<file path="src/rtl/mdu_iter_pkg.sv">
// mdu_iter_pkg
//   Shared definitions for the iterative multiply/divide unit and the decoder
//   that feeds it: RV M-extension funct3 encodings, FSM state encodings and
//   operand-signedness helpers.
package mdu_iter_pkg;

  // RV funct3 encodings for the M extension
  localparam logic [2:0] MDU_MUL    = 3'b000;
  localparam logic [2:0] MDU_MULH   = 3'b001;
  localparam logic [2:0] MDU_MULHSU = 3'b010;
  localparam logic [2:0] MDU_MULHU  = 3'b011;
  localparam logic [2:0] MDU_DIV    = 3'b100;
  localparam logic [2:0] MDU_DIVU   = 3'b101;
  localparam logic [2:0] MDU_REM    = 3'b110;
  localparam logic [2:0] MDU_REMU   = 3'b111;

  // FSM state encodings
  localparam logic [1:0] S_IDLE = 2'd0;
  localparam logic [1:0] S_BUSY = 2'd1;
  localparam logic [1:0] S_SIGN = 2'd2;
  localparam logic [1:0] S_DONE = 2'd3;

  // rs1 is signed for MULH, MULHSU, DIV, REM
  function automatic logic op_a_signed(input logic [2:0] op);
    return (op == MDU_MULH) || (op == MDU_MULHSU) || (op == MDU_DIV) || (op == MDU_REM);
  endfunction

  // rs2 is signed for MULH, DIV, REM (MULHSU keeps rs2 unsigned)
  function automatic logic op_b_signed(input logic [2:0] op);
    return (op == MDU_MULH) || (op == MDU_DIV) || (op == MDU_REM);
  endfunction

endpackage

</file>
<file path="src/rtl/mdu_iter_if.sv">
// mdu_iter_if
//   Request/response bundle between the execute stage and the mul/div unit.
//   Request side : in_valid/in_ready handshake carrying op, a, b.
//   Response side: out_valid/out_ready handshake carrying result.
//   master = the core (issues ops, consumes results); slave = the unit.
interface mdu_iter_if #(
  parameter int XLEN = 32
);
  logic            in_valid;
  logic            in_ready;
  logic [2:0]      op;
  logic [XLEN-1:0] a;
  logic [XLEN-1:0] b;
  logic            out_valid;
  logic            out_ready;
  logic [XLEN-1:0] result;

  modport master (
    output in_valid, op, a, b, out_ready,
    input  in_ready, out_valid, result
  );

  modport slave (
    input  in_valid, op, a, b, out_ready,
    output in_ready, out_valid, result
  );
endinterface

</file>
<file path="src/rtl/mdu_negate.sv">
// mdu_negate
//   Combinational conditional two's-complement: y = neg ? -x : x.
//   Ports: x (W) value in, neg (1) negate request, y (W) value out.
module mdu_negate #(
  parameter int W = 32
) (
  input  logic [W-1:0] x,
  input  logic         neg,
  output logic [W-1:0] y
);
  assign y = neg ? (~x + W'(1)) : x;
endmodule

</file>
<file path="src/rtl/mdu_iter.sv">
// mdu_iter
//   Iterative radix-2 RV M-extension multiply/divide unit. One op in flight.
//   Flow: IDLE -(accept)-> BUSY (XLEN cycles) -> SIGN (1 cycle) -> DONE.
//   Ports:
//     clk   in  clock, rising edge
//     rst   in  synchronous active-high reset (beats flush and handshakes)
//     flush in  kill in-flight op / pending result; result register kept
//     bus   slave modport of mdu_iter_if (in_valid/in_ready/op/a/b,
//           out_valid/out_ready/result)
module mdu_iter
  import mdu_iter_pkg::*;
#(
  parameter int XLEN = 32
) (
  input  logic       clk,
  input  logic       rst,
  input  logic       flush,
  mdu_iter_if.slave  bus
);

  localparam int              CW       = $clog2(XLEN);
  localparam logic [CW-1:0]   CNT_LAST = CW'(XLEN - 1);
  localparam logic [XLEN-1:0] MIN_INT  = {1'b1, {(XLEN-1){1'b0}}};

  logic [1:0]        r_state;
  logic [CW-1:0]     r_cnt;
  logic [2:0]        r_op;
  logic [XLEN-1:0]   r_b_abs;
  logic              r_neg;
  // mul: {partial product high, multiplier being shifted out / product low}
  // div: {partial remainder, dividend being shifted out / quotient bits}
  logic [2*XLEN-1:0] r_acc;
  logic [XLEN-1:0]   r_result;
  logic              r_out_valid;

  // ---------------- accept-time decode ----------------
  logic            w_a_neg_in, w_b_neg_in;
  logic [XLEN-1:0] w_a_abs, w_b_abs;
  logic            w_is_div, w_is_rem, w_b_zero, w_ovf, w_special;
  logic [XLEN-1:0] w_spec_quo, w_spec_rem;
  logic            w_neg_in;

  assign w_a_neg_in = op_a_signed(bus.op) & bus.a[XLEN-1];
  assign w_b_neg_in = op_b_signed(bus.op) & bus.b[XLEN-1];

  mdu_negate #(.W(XLEN)) u_abs_a (.x(bus.a), .neg(w_a_neg_in), .y(w_a_abs));
  mdu_negate #(.W(XLEN)) u_abs_b (.x(bus.b), .neg(w_b_neg_in), .y(w_b_abs));

  assign w_is_div  = bus.op[2];
  assign w_is_rem  = (bus.op == MDU_REM) || (bus.op == MDU_REMU);
  assign w_b_zero  = (bus.b == '0);
  assign w_ovf     = ((bus.op == MDU_DIV) || (bus.op == MDU_REM)) &&
                     (bus.a == MIN_INT) && (bus.b == '1);
  assign w_special = w_is_div && (w_b_zero || w_ovf);

  // Special-case answers are preloaded into the accumulator halves so the
  // normal SIGN-stage selection (with no negation) delivers them.
  assign w_spec_quo = w_b_zero ? '1 : bus.a;
  assign w_spec_rem = w_b_zero ? bus.a : '0;

  // Remainder follows the sign of a; product and quotient follow a^b.
  assign w_neg_in = w_is_rem ? w_a_neg_in : (w_a_neg_in ^ w_b_neg_in);

  // ---------------- iteration datapath ----------------
  logic [XLEN:0]     w_mul_sum;
  logic [2*XLEN-1:0] w_mul_next;
  logic [XLEN:0]     w_div_shift, w_div_diff;
  logic              w_div_ok;
  logic [2*XLEN-1:0] w_div_next;

  // Shift-add: add multiplicand into the high half when the current
  // multiplier bit is set, then shift the whole accumulator right.
  assign w_mul_sum  = {1'b0, r_acc[2*XLEN-1:XLEN]} + (r_acc[0] ? {1'b0, r_b_abs} : '0);
  assign w_mul_next = {w_mul_sum, r_acc[XLEN-1:1]};

  // Restoring division: bring in the next dividend bit, trial-subtract with a
  // single XLEN+1 subtractor, keep the difference only if it did not borrow.
  assign w_div_shift = {r_acc[2*XLEN-1:XLEN], r_acc[XLEN-1]};
  assign w_div_diff  = w_div_shift - {1'b0, r_b_abs};
  assign w_div_ok    = ~w_div_diff[XLEN];
  assign w_div_next  = {(w_div_ok ? w_div_diff[XLEN-1:0] : w_div_shift[XLEN-1:0]),
                        r_acc[XLEN-2:0], w_div_ok};

  // ---------------- sign correction / result select ----------------
  logic [2*XLEN-1:0] w_prod_fix;
  logic [XLEN-1:0]   w_div_src, w_div_fix;
  logic [XLEN-1:0]   w_sel;

  mdu_negate #(.W(2*XLEN)) u_fix_prod (.x(r_acc), .neg(r_neg), .y(w_prod_fix));

  // op[1] picks remainder (REM/REMU) over quotient (DIV/DIVU)
  assign w_div_src = r_op[1] ? r_acc[2*XLEN-1:XLEN] : r_acc[XLEN-1:0];
  mdu_negate #(.W(XLEN)) u_fix_div (.x(w_div_src), .neg(r_neg), .y(w_div_fix));

  always_comb begin
    w_sel = w_div_fix;
    case (r_op)
      MDU_MUL:                        w_sel = w_prod_fix[XLEN-1:0];
      MDU_MULH, MDU_MULHSU, MDU_MULHU: w_sel = w_prod_fix[2*XLEN-1:XLEN];
      default:                        w_sel = w_div_fix;
    endcase
  end

  // ---------------- control ----------------
  always_ff @(posedge clk) begin
    if (rst) begin
      r_state     <= S_IDLE;
      r_cnt       <= '0;
      r_op        <= MDU_MUL;
      r_b_abs     <= '0;
      r_neg       <= 1'b0;
      r_acc       <= '0;
      r_result    <= '0;
      r_out_valid <= 1'b0;
    end else if (flush) begin
      r_state     <= S_IDLE;
      r_cnt       <= '0;
      r_out_valid <= 1'b0;
    end else begin
      case (r_state)
        S_IDLE: begin
          if (bus.in_valid) begin
            r_op    <= bus.op;
            r_b_abs <= w_b_abs;
            r_cnt   <= '0;
            if (w_special) begin
              // Skip the iterations; SIGN still takes its one cycle so the
              // result appears two cycles after accept.
              r_neg   <= 1'b0;
              r_acc   <= {w_spec_rem, w_spec_quo};
              r_state <= S_SIGN;
            end else begin
              r_neg   <= w_neg_in;
              r_acc   <= {{XLEN{1'b0}}, w_a_abs};
              r_state <= S_BUSY;
            end
          end
        end
        S_BUSY: begin
          r_acc <= r_op[2] ? w_div_next : w_mul_next;
          if (r_cnt == CNT_LAST) begin
            r_cnt   <= '0;
            r_state <= S_SIGN;
          end else begin
            r_cnt <= r_cnt + CW'(1);
          end
        end
        S_SIGN: begin
          r_result    <= w_sel;
          r_out_valid <= 1'b1;
          r_state     <= S_DONE;
        end
        S_DONE: begin
          if (bus.out_ready) begin
            r_out_valid <= 1'b0;
            r_state     <= S_IDLE;
          end
        end
        default: r_state <= S_IDLE;
      endcase
    end
  end

  assign bus.in_ready  = (r_state == S_IDLE);
  assign bus.out_valid = r_out_valid;
  assign bus.result    = r_result;

endmodule
</file>
<file path="src/flat_wrapper.sv">
// flat-port wrapper written by rule: the top's interface ports become plain ports
module mdu_iter_flat import mdu_iter_pkg::*;
#(
  parameter int XLEN = 32
)
  (clk, rst, flush, bus_in_valid, bus_op, bus_a, bus_b, bus_out_ready, bus_in_ready, bus_out_valid, bus_result);
  mdu_iter_if #(.XLEN(XLEN)) bus_i ();
  input  logic clk;
  input  logic rst;
  input  logic flush;
  input wire logic [$bits(bus_i.in_valid)-1:0] bus_in_valid;
  input wire logic [$bits(bus_i.op)-1:0] bus_op;
  input wire logic [$bits(bus_i.a)-1:0] bus_a;
  input wire logic [$bits(bus_i.b)-1:0] bus_b;
  input wire logic [$bits(bus_i.out_ready)-1:0] bus_out_ready;
  output wire logic [$bits(bus_i.in_ready)-1:0] bus_in_ready;
  output wire logic [$bits(bus_i.out_valid)-1:0] bus_out_valid;
  output wire logic [$bits(bus_i.result)-1:0] bus_result;
  assign bus_i.in_valid = bus_in_valid;
  assign bus_i.op = bus_op;
  assign bus_i.a = bus_a;
  assign bus_i.b = bus_b;
  assign bus_i.out_ready = bus_out_ready;
  assign bus_in_ready = bus_i.in_ready;
  assign bus_out_valid = bus_i.out_valid;
  assign bus_result = bus_i.result;
  mdu_iter #(.XLEN(XLEN)) u_core (.clk(clk), .rst(rst), .flush(flush), .bus(bus_i));
endmodule
</file>
<file path="config.mk">
export PLATFORM = sky130hd
export DESIGN_NAME = mdu_iter_flat
export DESIGN_NICKNAME = d
export VERILOG_FILES = /design/src/rtl/mdu_iter_pkg.sv /design/src/rtl/mdu_iter_if.sv /design/src/rtl/mdu_negate.sv /design/src/rtl/mdu_iter.sv /design/src/flat_wrapper.sv
export SDC_FILE = /design/constraint.sdc
export NUM_CORES = 1
export LEC_CHECK = 0
export ABC_CLOCK_PERIOD_IN_PS = 4410
export CAP_MARGIN = 40
export CORE_MARGIN = 2
export CORE_UTILIZATION = 40
export CTS_CLUSTER_DIAMETER = 50
export DETAILED_ROUTE_END_ITERATION = 6
export GPL_TIMING_DRIVEN = 1
export PLACE_DENSITY = 0.66
export SETUP_SLACK_MARGIN = 0.15
export SYNTH_ARGS = -nofsm -noshare
export SYNTH_HDL_FRONTEND = slang
export SYNTH_SLANG_ARGS = --single-unit
</file>
<file path="constraint.sdc">
create_clock -name clk -period 4.41 [get_ports clk]
set_input_delay 0.6615 -clock clk [delete_from_list [all_inputs] [get_ports clk]]
set_output_delay 0.6615 -clock clk [all_outputs]
set_load 0.01 [all_outputs]
</file>
==> results.sh, run 1 <==
export IMPL_cts_hold_repair_buffers=0
export IMPL_drv_cap=0
export IMPL_post_cts_repair_setup_buffers=0
export IMPL_firstDrtPassIters=5
export IMPL_rows=70
export IMPL_fmax_ghz=0.259
export IMPL_wire_length_of_the_first_global_routing_pass_um=82600
export IMPL_yosys_warnings=0
export IMPL_detail_route_drc_violations=0
export IMPL_path_max_fanout=29
export IMPL_final_setup_viol_count=0
export IMPL_route_detailed_wl_per_inst_um=20.9
export IMPL_floorplan_initialDensity_pct=40.3
export IMPL_maximum_number_of_pins_on_one_net_before_global_route_repair=58
export IMPL_cts_tree="yes"
export IMPL_antenna_found_initial=0
export IMPL_wl_um=53300
export IMPL_core_area_um2=36300
export IMPL_detail_route_iter0_violations=1461
export IMPL_synth_edf_count=0
export IMPL_post_synth_num_cell_types=76
export IMPL_area_growth_synth_to_final_pct=15.6
export IMPL_die_h_um=195
export IMPL_worst_setup_hold_path_clk_slew_ns=0.07
export IMPL_clk_insertion_delay_late_ns=0.45
export IMPL_ys_async_sr_fraction_pct=0
export IMPL_power_density_nw_per_um2=295
export IMPL_power_ir_vdd_worst_mv=0.213
export IMPL_cts_root_buf="clkbuf_16"
export IMPL_fin_area_um2=16900
export IMPL_vias=15600
export IMPL_ctsLongestPathBuffers=2
export IMPL_syn_num_nets=2170
export IMPL_cell_taking_the_most_area_after_synthesis="dfxtp_1"
export IMPL_insertedDiodeCount=0
export IMPL_hold_slack_ns=0.497
export IMPL_post_cts_resized_instances=0
export IMPL_first_global_vias=14700
export IMPL_viasPerCell=6.15
export IMPL_ant_nets=0
export IMPL_worst_slew_pin_transition_ns=0.879
export IMPL_final_net_count=2213
export IMPL_synthCells=2021
export IMPL_floorplan_die_width_um=195
export IMPL_rsz0062_at_grt="no"
export IMPL_synth_ff_latch_count=140
export IMPL_synth_yosys_seq_area_share_pct=19.2
export IMPL_numClockSinks=140
export IMPL_timing_max_transition_violations_final=0
export IMPL_totalNegativeSetupSlack_ns=0
export IMPL_synth_top_flop_cell="dfxtp_1"
export IMPL_power_leakage_nw=6.17
export IMPL_port_buffers=105
export IMPL_finalCritPeriodShare_pct=87.6
export IMPL_die_area_um2=38100
export IMPL_layout_commonest_cell="nor2_1"
export IMPL_setup_skew_ns=0.0128
export IMPL_cts_htree_levels=4
export IMPL_max_slew_margin_pct=41.4
export IMPL_tritoncts_num_buffers=17
export IMPL_worstSetupEndpointType="register"
export IMPL_grt_total_usage_pct=27.4
export IMPL_routabilityCongestion=0.994
export IMPL_hold_viol_final=0
export IMPL_critical_path_required_ns=4.74
export IMPL_critPathKind="register to register"
export IMPL_hp_class="register to register"
export IMPL_synth_top_area_share_pct=19.2
export IMPL_grt_overflow_total=0
export IMPL_final_period_minus_worst_setup_slack_ns=3.86
export IMPL_outcome="finished clean"
export IMPL_floorplan_io_pins=106
export IMPL_placed_cell_area_um2=16300
export IMPL_post_route_cells_drive_above_1_share_pct=7.90
export IMPL_final_cell_mix="nor2_1 (200), a21oi_1 (197), nand2_1 (149), o21ai_0 (142), dfxtp_1 (137)"
export IMPL_avgSynthCellArea_um2=7.23
export IMPL_mappedNetlistArea_um2=14600
export IMPL_crit_arrival_ns=4.19
export IMPL_yosys_top_cells_area="dfxtp_1 (19%), xnor2_1 (6.8%), a21oi_1 (6.7%)"
export IMPL_dpl_hpwl_um=40900
export IMPL_start_kind="register"
-- cell families after synthesis --
group	synth area share, %
muxes	5.21
xor gates and xnor gates	11.6
and+or+nand+nor	20.4
AOI/OAI and AO/OA	30.8
buffers and inverters	6.17
DFF	19.2
adders and majority gates	6.70
-- sequential cells by signal, indices dropped and copies added, names as in the netlist --
| register | cells |
|---|---|
| u_core.bus.out_valid | 1 |
| u_core.bus.result | 32 |
| u_core.r_acc | 64 |
| u_core.r_b_abs | 32 |
| u_core.r_cnt | 5 |
| u_core.r_neg | 1 |
| u_core.r_op | 3 |
| u_core.r_state | 2 |
-- worst paths after layout --
check	startpoint	endpoint	slack, ns	cells after the start
worst max-delay path	u_core.r_acc[0]	u_core.r_acc[60]	0.55	13
worst min-delay path	u_core.r_cnt[4]	u_core.r_cnt[4]	0.50	2
worst max register to register	u_core.r_acc[0]	u_core.r_acc[60]	0.55	13
worst min register to register	u_core.r_cnt[4]	u_core.r_cnt[4]	0.50	2
-- cell type report --
class | count | area [µm²]
clock buffers | 20 | 458
clock inverters | 12 | 140
fillers | 3765 | 19400
inverters | 67 | 251
repair buffers | 187 | 1700
flip-flops and latches | 140 | 2810
well taps | 468 | 586
multi-input cells | 1651 | 10900
-- synthesized netlist by cell type, drive strengths merged (13+ instances only) --
cell type,count
ha,75
a221oi,36
clkbuf,141
a31oi,18
nand3,30
inv,67
nand2,149
or2,15
or3,25
xor2,80
or4,24
dfxtp,140
o21bai,13
buf,22
o41ai,18
mux2i,66
nand4,33
o21a,18
nor4,18
nor2,204
nand2b,17
a21oi,197
a21o,35
a211oi,53
o31ai,44
nor3,53
xnor2,113
o21ai,146
-- report_power, final --
group | switching [mW] | internal (mW) | total [mW]
sequential | 0.112 | 1.34 | 1.45
combinational | 1.22 | 0.782 | 2.00
clock | 0.657 | 0.870 | 1.53
total | 1.99 | 2.99 | 4.98
-- metrics by stage --
stage	instances	util, %	setup WS [ns]	total power [mW]
after global placement	2511	44.9	0.366	3.40
after detailed placement	2513	44.9	0.282	3.42
after global routing	2545	46.6	0.261	5.21
after CTS	2545	46.6	0.611	4.94
final	2545	46.6	0.548	4.98
after floorplan	2021	-	0.253	2.76
-- routing by layer --
metal  part of all wire, %  wire length, µm  vias to the layer above  GRT usage (%)
li1                      -                -                     7566              -
met1                    44            23700                     7312           36.3
met2                    44            23500                      660           43.7
met3                   7.1             3810                      111           4.04
met4                   4.3             2280                        0           13.3
met5                     0                0                        -              0
-- critical path, stage by stage (launching register included) --
cell	delay [ns]
dfxtp_1	0.55
inv_1	0.23
buf_4	0.28
nor2_1	0.12
ha_1	0.31
and4_1	0.27
a41o_1	0.29
o21a_1	0.24
nor4_1	0.40
buf_4	0.20
nor4_1	0.06
or4_1	0.49
a21oi_1	0.18
o31ai_1	0.09
Note: power is estimated with default switching activity, not from simulation.
==> run 2, diff against run 1 <==
Settings changed: CORE_UTILIZATION 40 to 50, PLACE_DENSITY 0.66 to 0.78.
==> run 2 against run 1 <==
  * Critical path depth down 4
  * Sequential power about the same
  * Register-to-register slack got worse by 0.05 ns
  * Maximum frequency fell by 1.3%
  * Power fell by 2.7%
  * Clock power shrank 4%
  * Die area decreased by 20%
  * Final cell count shrank 3.6%
  * Final area fell by 1.0%
  * Via count increased by 0.73%
  * Largest cell class unchanged
==> results.sh, run 2 (synthesis results as in run 1) <==
export IMPL_floorplan_io_pins=106
export IMPL_start_kind="register"
export IMPL_sequentialPowerShare_pct=30.0
export IMPL_final_net_count=2206
export IMPL_cts_htree_levels=4
export IMPL_crit_buf_inv=0
export IMPL_first_global_vias=14500
export IMPL_cts_root_buf="clkbuf_16"
export IMPL_sw_frac_of_total_pct=39.7
export IMPL_ant_nets=0
export IMPL_die_area_um2=30600
export IMPL_hold_viol_final=0
export IMPL_wl_um=50200
export IMPL_cts_tree="yes"
export IMPL_crit_family="simple AND/OR/NAND/NOR gates"
export IMPL_critPathKind="register to register"
export IMPL_rsz0062_at_grt="no"
export IMPL_largest_register="u_core.r_acc"
export IMPL_layout_commonest_cell="nor2_1"
export IMPL_drv_cap=0
export IMPL_path_max_fanout=9
export IMPL_worst_slew_pin_transition_ns=0.864
export IMPL_maximum_number_of_pins_on_one_net_before_global_route_repair=67
export IMPL_clk_insertion_delay_late_ns=0.44
export IMPL_post_cts_repair_setup_buffers=0
export IMPL_power_ir_vdd_worst_mv=0.294
export IMPL_insertedDiodeCount=0
export IMPL_wire_length_of_the_first_global_routing_pass_um=79200
export IMPL_max_slew_margin_pct=42.4
export IMPL_floorplan_initialDensity_pct=50.9
export IMPL_timing_critical_path_cells="nor4_1 -> nand4_1 -> or4_4 -> or4_4 -> or4_4 -> o21ai_2 -> xnor2_1 -> a221oi_2 -> a211oi_1"
export IMPL_antenna_found_initial=1
export IMPL_finalCritPeriodShare_pct=88.7
export IMPL_hp_class="register to register"
export IMPL_switchingPower_mw=1.92
export IMPL_setup_skew_ns=0.0150
export IMPL_cell_internal_pwr_mw=2.92
export IMPL_power_leakage_nw=6.12
export IMPL_routabilityCongestion=0.998
export IMPL_port_buffers=105
export IMPL_utilization_pct=58.2
export IMPL_timing_max_transition_violations_final=0
export IMPL_fmax_ghz=0.256
export IMPL_firstDrtPassIters=6
export IMPL_critPathMostFrequentCell="or4_4"
export IMPL_final_setup_viol_count=0
export IMPL_grt_total_usage_pct=32.3
export IMPL_grt_overflow_total=0
export IMPL_worst_setup_hold_path_clk_slew_ns=0.06
export IMPL_numClockSinks=140
export IMPL_viasPerCell=6.42
export IMPL_worstSetupEndpointType="register"
export IMPL_vias=15800
export IMPL_totalNegativeSetupSlack_ns=0
export IMPL_slowest_delay_ns=0.66
export IMPL_outcome="finished clean"
export IMPL_comb_power_share_pct=39.7
export IMPL_largest_register_ff_count=64
export IMPL_core_area_um2=28700
export IMPL_total_power_mw=4.84
export IMPL_crit_arrival_ns=4.19
export IMPL_dpl_hpwl_um=38300
export IMPL_detail_route_drc_violations=0
export IMPL_rows=62
export IMPL_tritoncts_num_buffers=17
export IMPL_final_period_minus_worst_setup_slack_ns=3.91
export IMPL_detail_route_iter0_violations=1917
export IMPL_hold_slack_ns=0.472
export IMPL_route_detailed_wl_per_inst_um=20.5
export IMPL_ctsLongestPathBuffers=2
export IMPL_area_growth_synth_to_final_pct=14.4
export IMPL_power_density_nw_per_um2=290
export IMPL_timing_critical_path_slowest_stage_cell="or4_4"
export IMPL_floorplan_die_width_um=175
export IMPL_critical_path_required_ns=4.69
export IMPL_final_cell_mix="nor2_1 (200), a21oi_1 (197), nand2_1 (149), o21ai_0 (142), dfxtp_1 (137)"
export IMPL_power_share_clock_pct=30.3
export IMPL_post_route_cells_drive_above_1_share_pct=7.73
export IMPL_die_h_um=175
run 2: layout make-up:
cell class / instances / area, µm²
multi-input combinational: 1651 / 11000
tap: 384 / 480
timing repair buffer: 180 / 1650
sequential: 140 / 2810
clock buffer: 18 / 439
clock inverter: 14 / 133
fill: 2720 / 12000
inverter: 67 / 251
run 2: power groups by stage:
stage | registers [mW] | logic [mW] | clock network [mW]
after detailed placement | 1.48 | 1.87 | 0
final | 1.45 | 1.92 | 1.47
after global routing | 1.46 | 2.09 | 1.53
after global placement | 1.48 | 1.84 | 0
after floorplan | 1.42 | 1.34 | 0
after CTS | 1.45 | 1.88 | 1.47
run 2: worst paths after layout:
path / start / to / slack (ns) / cells past startpoint
worst max-delay path: u_core.r_acc[10] / u_core.bus.result[18] / 0.50 / 9
worst max register to register: u_core.r_acc[10] / u_core.bus.result[18] / 0.50 / 9
worst min register to register: u_core.r_neg / u_core.r_neg / 0.47 / 2
worst min-delay path: u_core.r_neg / u_core.r_neg / 0.47 / 2
run 2: routing by layer:
metal	track usage, %	vias up	routed length [µm]
met5	0	-	9
met4	14.1	2	2250
met1	43.1	7265	21100
met3	5.31	137	4840
li1	-	7538	-
met2	51.4	821	22000
run 2: tightest hold or removal path: stages, from the launching register on:
cell,delay [ns]
dfxtp_2,0.33
nand2_1,0.05
a21oi_1,0.05
run 2: per-stage QoR:
step                      setup WS (ns)  area, µm²  std cells
after floorplan                   0.253      14600       2021
after CTS                         0.455      16700       2454
final                             0.498      16700       2454
after global placement            0.344      16100       2418
after global routing              0.232      16700       2454
after detailed placement          0.277      16100       2422
run 2: what timing repair did:
| action | in CTS | in global routing |
|---|---|---|
| hold buffers | 0 | 0 |
| gates resized for setup | 0 | 1 |
| setup endpoints to repair | 0 | 2 |
